$ cat src/rtl/complex_delay_line.sv
// Valid-gated complex sample delay: each accepted re/im pair reappears exactly D accepts later.
// Optional build macro COMPLEX_DELAY_ZERO_UNPRIMED_EN zeroes out_re/out_im whenever out_valid is low.
module complex_delay_line #(
    parameter  int WIDTH     = 16,
    parameter  int MAX_DEPTH = 64,
    localparam int AW        = $clog2(MAX_DEPTH)
) (
    input  logic                    clk,
    input  logic                    rst_n,
    input  logic                    flush,
    input  logic [AW:0]             depth,
    input  logic                    in_valid,
    input  logic signed [WIDTH-1:0] in_re,
    input  logic signed [WIDTH-1:0] in_im,
    output logic                    out_valid,
    output logic signed [WIDTH-1:0] out_re,
    output logic signed [WIDTH-1:0] out_im,
    output logic                    primed
);

    localparam int unsigned AW1  = AW + 1;
    localparam logic [AW:0] MAXD = AW1'(MAX_DEPTH);

    logic signed [WIDTH-1:0] mem_re [MAX_DEPTH];
    logic signed [WIDTH-1:0] mem_im [MAX_DEPTH];

    logic [AW-1:0] wptr;
    logic [AW-1:0] rd_addr;
    logic [AW:0]   fill;
    logic [AW:0]   fill_nxt;
    logic [AW:0]   depth_q;
    logic [AW:0]   depth_clamp;
    logic          accept;
    logic          depth_chg;
    logic          ov_nxt;

    always_comb begin
        if (depth == '0)
            depth_clamp = AW1'(1);
        else if (depth > MAXD)
            depth_clamp = MAXD;
        else
            depth_clamp = depth;
    end

    assign accept    = in_valid & ~flush;
    assign depth_chg = (depth_clamp != depth_q);
    // depth_q == MAX_DEPTH has zero low bits, so the read lands on wptr (oldest slot)
    assign rd_addr   = wptr - depth_q[AW-1:0];

    // A depth change restarts the fill count so stale contents are never emitted
    always_comb begin
        fill_nxt = fill;
        ov_nxt   = 1'b0;
        if (flush) begin
            fill_nxt = '0;
        end else if (depth_chg) begin
            fill_nxt = accept ? AW1'(1) : '0;
        end else if (accept) begin
            ov_nxt = (fill >= depth_q);
            if (fill != MAXD)
                fill_nxt = fill + AW1'(1);
        end
    end

    always_ff @(posedge clk) begin
        if (accept) begin
            mem_re[wptr] <= in_re;
            mem_im[wptr] <= in_im;
        end
    end

    always_ff @(posedge clk or negedge rst_n) begin
        if (!rst_n) begin
            wptr      <= '0;
            fill      <= '0;
            depth_q   <= '0;
            out_valid <= 1'b0;
            primed    <= 1'b0;
            out_re    <= '0;
            out_im    <= '0;
        end else begin
            depth_q   <= depth_clamp;
            fill      <= fill_nxt;
            out_valid <= ov_nxt;
            primed    <= (fill_nxt >= depth_clamp);
            if (flush)
                wptr <= '0;
            else if (accept)
                wptr <= wptr + AW'(1);
            if (ov_nxt) begin
                out_re <= mem_re[rd_addr];
                out_im <= mem_im[rd_addr];
            end
`ifdef COMPLEX_DELAY_ZERO_UNPRIMED_EN
            else begin
                out_re <= '0;
                out_im <= '0;
            end
`endif
        end
    end

endmodule

$ cat config.mk
export PLATFORM = sky130hd
export DESIGN_NAME = complex_delay_line
export DESIGN_NICKNAME = d
export VERILOG_FILES = /design/src/rtl/complex_delay_line.sv
export SDC_FILE = /design/constraint.sdc
export NUM_CORES = 2
export LEC_CHECK = 0
export CELL_PAD_IN_SITES_DETAIL_PLACEMENT = 0
export CELL_PAD_IN_SITES_GLOBAL_PLACEMENT = 1
export CORE_MARGIN = 5
export CORE_UTILIZATION = 56
export DETAILED_ROUTE_END_ITERATION = 8
export PLACE_DENSITY = 0.78
export SYNTH_ARGS = -nofsm -noshare
export SYNTH_HDL_FRONTEND = slang
export SYNTH_SLANG_ARGS = --single-unit
$ cat constraint.sdc
create_clock -name clk -period 4.25 [get_ports clk]
set_input_delay 1.275 -clock clk [delete_from_list [all_inputs] [get_ports clk]]
set_output_delay 1.275 -clock clk [all_outputs]
set_load 0.01 [all_outputs]
==> results.md <==
- The tool flagged a number of max-cap violations equal to 0.
- The hold-critical path depth is 1.
- The largest net degree at the start of global routing is 65.
- The die footprint is 154000 um^2.
- The die is 392 um wide.
- The final hold violation count is 0.
- The clock passes through at most 3 buffers.
- The count of input and output buffers is 76.
- Data arrives at the worst endpoint at between 4 and 5 ns.
- The worst reg2reg path endpoint is out_im[10].
- Sorting the synthesized cells by area gives the leading types as edfxtp_1, mux4_2, dfrtp_1, mux2_2, nand2_1.
- The clock root buffer is clkbuf_16.
- Measured along the y axis, the die boundary spans 392 um.
- In the layout the commonest cells are edfxtp_1, mux4_2, buf_4, clkbuf_16, nand2_1.
- The maximum vdd ir drop is 0.501 mV.
- The leakage component of the power is 30.1 nW.
- Traced cell by cell, the critical path runs through inv_1, ha_4, inv_1, fa_4, buf_12, buf_4, mux4_2, mux2_2, a222oi_1, buf_4, a221o_1, o21ai_1.
- The post-detailed-route count of antenna-violating nets is 0.
- The total overflow reported by the global router is 0.
- Measured against its own limit, the worst slew margin works out to around 22%.
- In this design, the stage delay of the slowest critical-path cell is 0.90 ns.
- The worst-case setup slack after placement is -0.593 ns.
- Once the floorplan was initialized, standard cells occupied 56.3% of the core.
- At the worst endpoint, the required time is 4.94 ns.
- The final worst-path setup slack is 0.0542 ns.
- The residual DRC count is 0.
- The number of max-slew violations in the final report is 0.
- The most used flip-flop cell after synthesis is edfxtp_1.
- The start-to-end type of the worst setup path is reg -> reg.
- Setup violations remaining at the end of the flow were counted as 0.
- Clock tree synthesis found a total of 2102 sinks.
- The synthesis warning total is 0.
- The number of synthesized register bits is 2102.
- The congestion estimate from routability-driven global placement came to 0.878.
- The clock tree synthesis step divided the H-tree into 4 levels.
- The count of flip-flops with a built-in enable after synthesis is 2048.
- The leading cell type in the layout, fill and taps excluded is edfxtp_1.
- The distinct cell type count after synthesis is 61.
- The count of inserted antenna diode cells is 0.
- The kind of end point of the critical path is a register.
- The final period utilization is 98.7%.
- The largest total area in the synthesized netlist belongs to edfxtp_1.
- Clock-pin slew was measured on the worst setup and hold paths at 0.06 ns.
- Setup repair after global routing could not meet its margin everywhere.
- The overall power consumption is ~0.046 W.
- Sequential elements use 76.8% of the synthesized area.
- The wire-length estimate of the detail-placed layout is approximately 120 mm.
- The total met3 wirelength after detailed routing is 23.3 mm.
- The initialized floorplan defines 140 standard-cell rows.
- The post-synthesis area per instance is 21.1 um^2.
- The wire length of the first global-routing pass is 301 mm.
- The via count of the routed design is 42100.
- The worst hold path begins at out_re[8].
- The run finished with clean final reports.
- The post-layout net count is 4303.
- For the finished layout, the period the worst path requires is 4.20 ns.
- The power density normalized to cell area is 489 nW/um^2.
- The capture endpoint of the worst hold path is out_re[8].
- The synthesized netlist net count is just under 4000.
- The post-synthesis instance total is 3870.
- The clock latency at the later pin of the worst-skew pair is 0.82 ns.
- For the worst flop-to-flop path, the logic depth is 12.
- For this block, wires on met1 add up to between 80 and 90 mm.
- TritonCTS built the clock tree.
- Of the cells placed in the final design, the portion with a size suffix greater than 1 is 29.1%.
- The cell with the largest stage delay on the worst path is fa_4.
- The number of global-route vias before repair is about 42000.
- Dividing the detail-routed wire length by the instance count gives 33.2 um.
- Summing every instance area after synthesis gives 81800 um^2.
- On the final layout, the worst clock skew is 0.0274 ns.
- The highest attainable clock frequency is 0.238 GHz.
- In this run, CTS created clock tree buffers numbering 197.
- At the pin with the least slew margin, the transition time is 1.17 ns.
- The I/O pin total is 77.
- The first-pass detailed-route iteration total is 9.
- The total length of routed wires is 209 mm.
- The worst setup path is launched from a register.
- The fraction of registers with async set/reset is 2.57%.
- The area of the core is 145000 um^2.
- The detailed router finished its first iteration with 5490 violations.
- The highest layer touched by signal routing is met5.
- The area fraction of the dominant cell type after synthesis is 75.2%.
- The worst-path maximum fanout is 53.
- The worst min-delay path category is reg -> reg.
- Summed over all nets, wire length on met2 after detailed routing comes to just under 100 mm.
- The post-synthesis to final-layout area growth is 15.4%.
- Global routing consumed, over all layers together, ~28% of the routing resources.
- The via density per instance is 6.67.
- In the final layout, the multi-input gates occupy 18300 um^2.
- In this run the critical register-to-register path is launched from wptr[0].
- The sequential cell area in the final layout is 62900 um^2.
- The number of hold buffers added after CTS was 0.
- The initial antenna violation count is 7.
- Across all register-to-register paths, the minimum setup slack is between 0.05 and 0.06 ns.
- The filler cell count in the final layout is 9409.
## kinds of logic after synthesis
kind of cell,Yosys count,synth area share [%]
fa+ha+maj,23,0.361
simple gates,426,2.59
xor+xnor,18,0.202
compound gates,466,4.15
flops,2102,76.8
mux,565,14.3
buf+inv,270,1.52
## cells in the mapped netlist, drive strengths merged (11+ instances only)
library cell	number
a2111oi	47
dfrtp	54
buf	153
and3	13
inv	19
a211oi	28
clkbuf	98
a211o	15
nor4	11
o211ai	29
a221o	18
mux2	63
a21o	14
ha	22
edfxtp	2048
a2bb2oi	18
a221oi	51
a222oi	31
a31oi	55
a21oi	46
mux4	479
mux2i	23
a22o	11
nor2	93
and2	80
nand2	148
nor3b	32
o21ai	88
## stage by stage
stage | hold WS (ns) | cells | util (%) | instance area [um^2] | TNS (ns)
detailed placement | 0.483 | 5954 | 60.7 | 88200 | -1.32
CTS | 0.497 | 6313 | 64.9 | 94300 | 0
global route | 0.531 | 6314 | 64.9 | 94400 | -0.0218
floorplan | 0.529 | 3870 | - | 81800 | 0
global placement | 0.487 | 5954 | 60.7 | 88200 | -0.831
finish | 0.499 | 6314 | 64.9 | 94400 | 0
## per-layer routing
layer | GRT usage (%) | vias up
li1 | - | 17000
met3 | 6.01 | 326
met4 | 9.19 | 8
met1 | 40.5 | 22400
met5 | 0 | -
met2 | 42.3 | 2401
## worst max-delay path, delay by kind of cell (launching register included)
kind,cells,cell delay (ns)
flip-flops,1,0.43
buffers and inverters,5,1.02
adder cells (fa/ha/maj),2,1.06
multiplexers,2,0.62
AO/OA/AOI/OAI,3,0.83
## final cells by class
type / instances / share of cell area, %
flip-flops and latches: 2102 / 66.6
multi-input cells: 1498 / 19.4
clock buffers: 245 / 5.50
repair buffers: 419 / 4.86
well taps: 1917 / 2.54
clock inverters: 114 / 0.976
inverters: 19 / 0.0756
## timing repair
action,in CTS,in global routing
setup buffers,0,1
setup endpoints to repair,4,14
pin swaps,0,2
gates resized for setup,4,11
## power breakdown
part | total, W | switching (W) | internal, W
Clock | 0.0168 | 0.00741 | 0.00943
Combinational | 0.00644 | 0.00362 | 0.00282
Sequential | 0.0228 | 0.0000392 | 0.0228
## state kept, by name (all words and copies together) (netlist names)
| name | count |
|---|---|
| mem_im | 1024 |
| depth_q | 7 |
| primed | 1 |
| fill | 7 |
| wptr | 6 |
| mem_re | 1024 |
| out_re | 16 |
| out_im | 16 |
| out_valid | 1 |
## worst max-delay path by stage
stage                     startpoint          to  cells after the start  slack [ns]
after detailed placement    depth[5]      primed                     15       -0.59
after global placement      depth[5]      primed                     15       -0.67
after floorplan             depth[5]      primed                     14       0.009
final                        wptr[0]  out_im[10]                     12        0.05
after CTS                    wptr[0]   out_im[9]                     12        0.04
after global routing         wptr[0]  out_im[10]                     12       -0.02
Power figures use the tool's default switching activity.
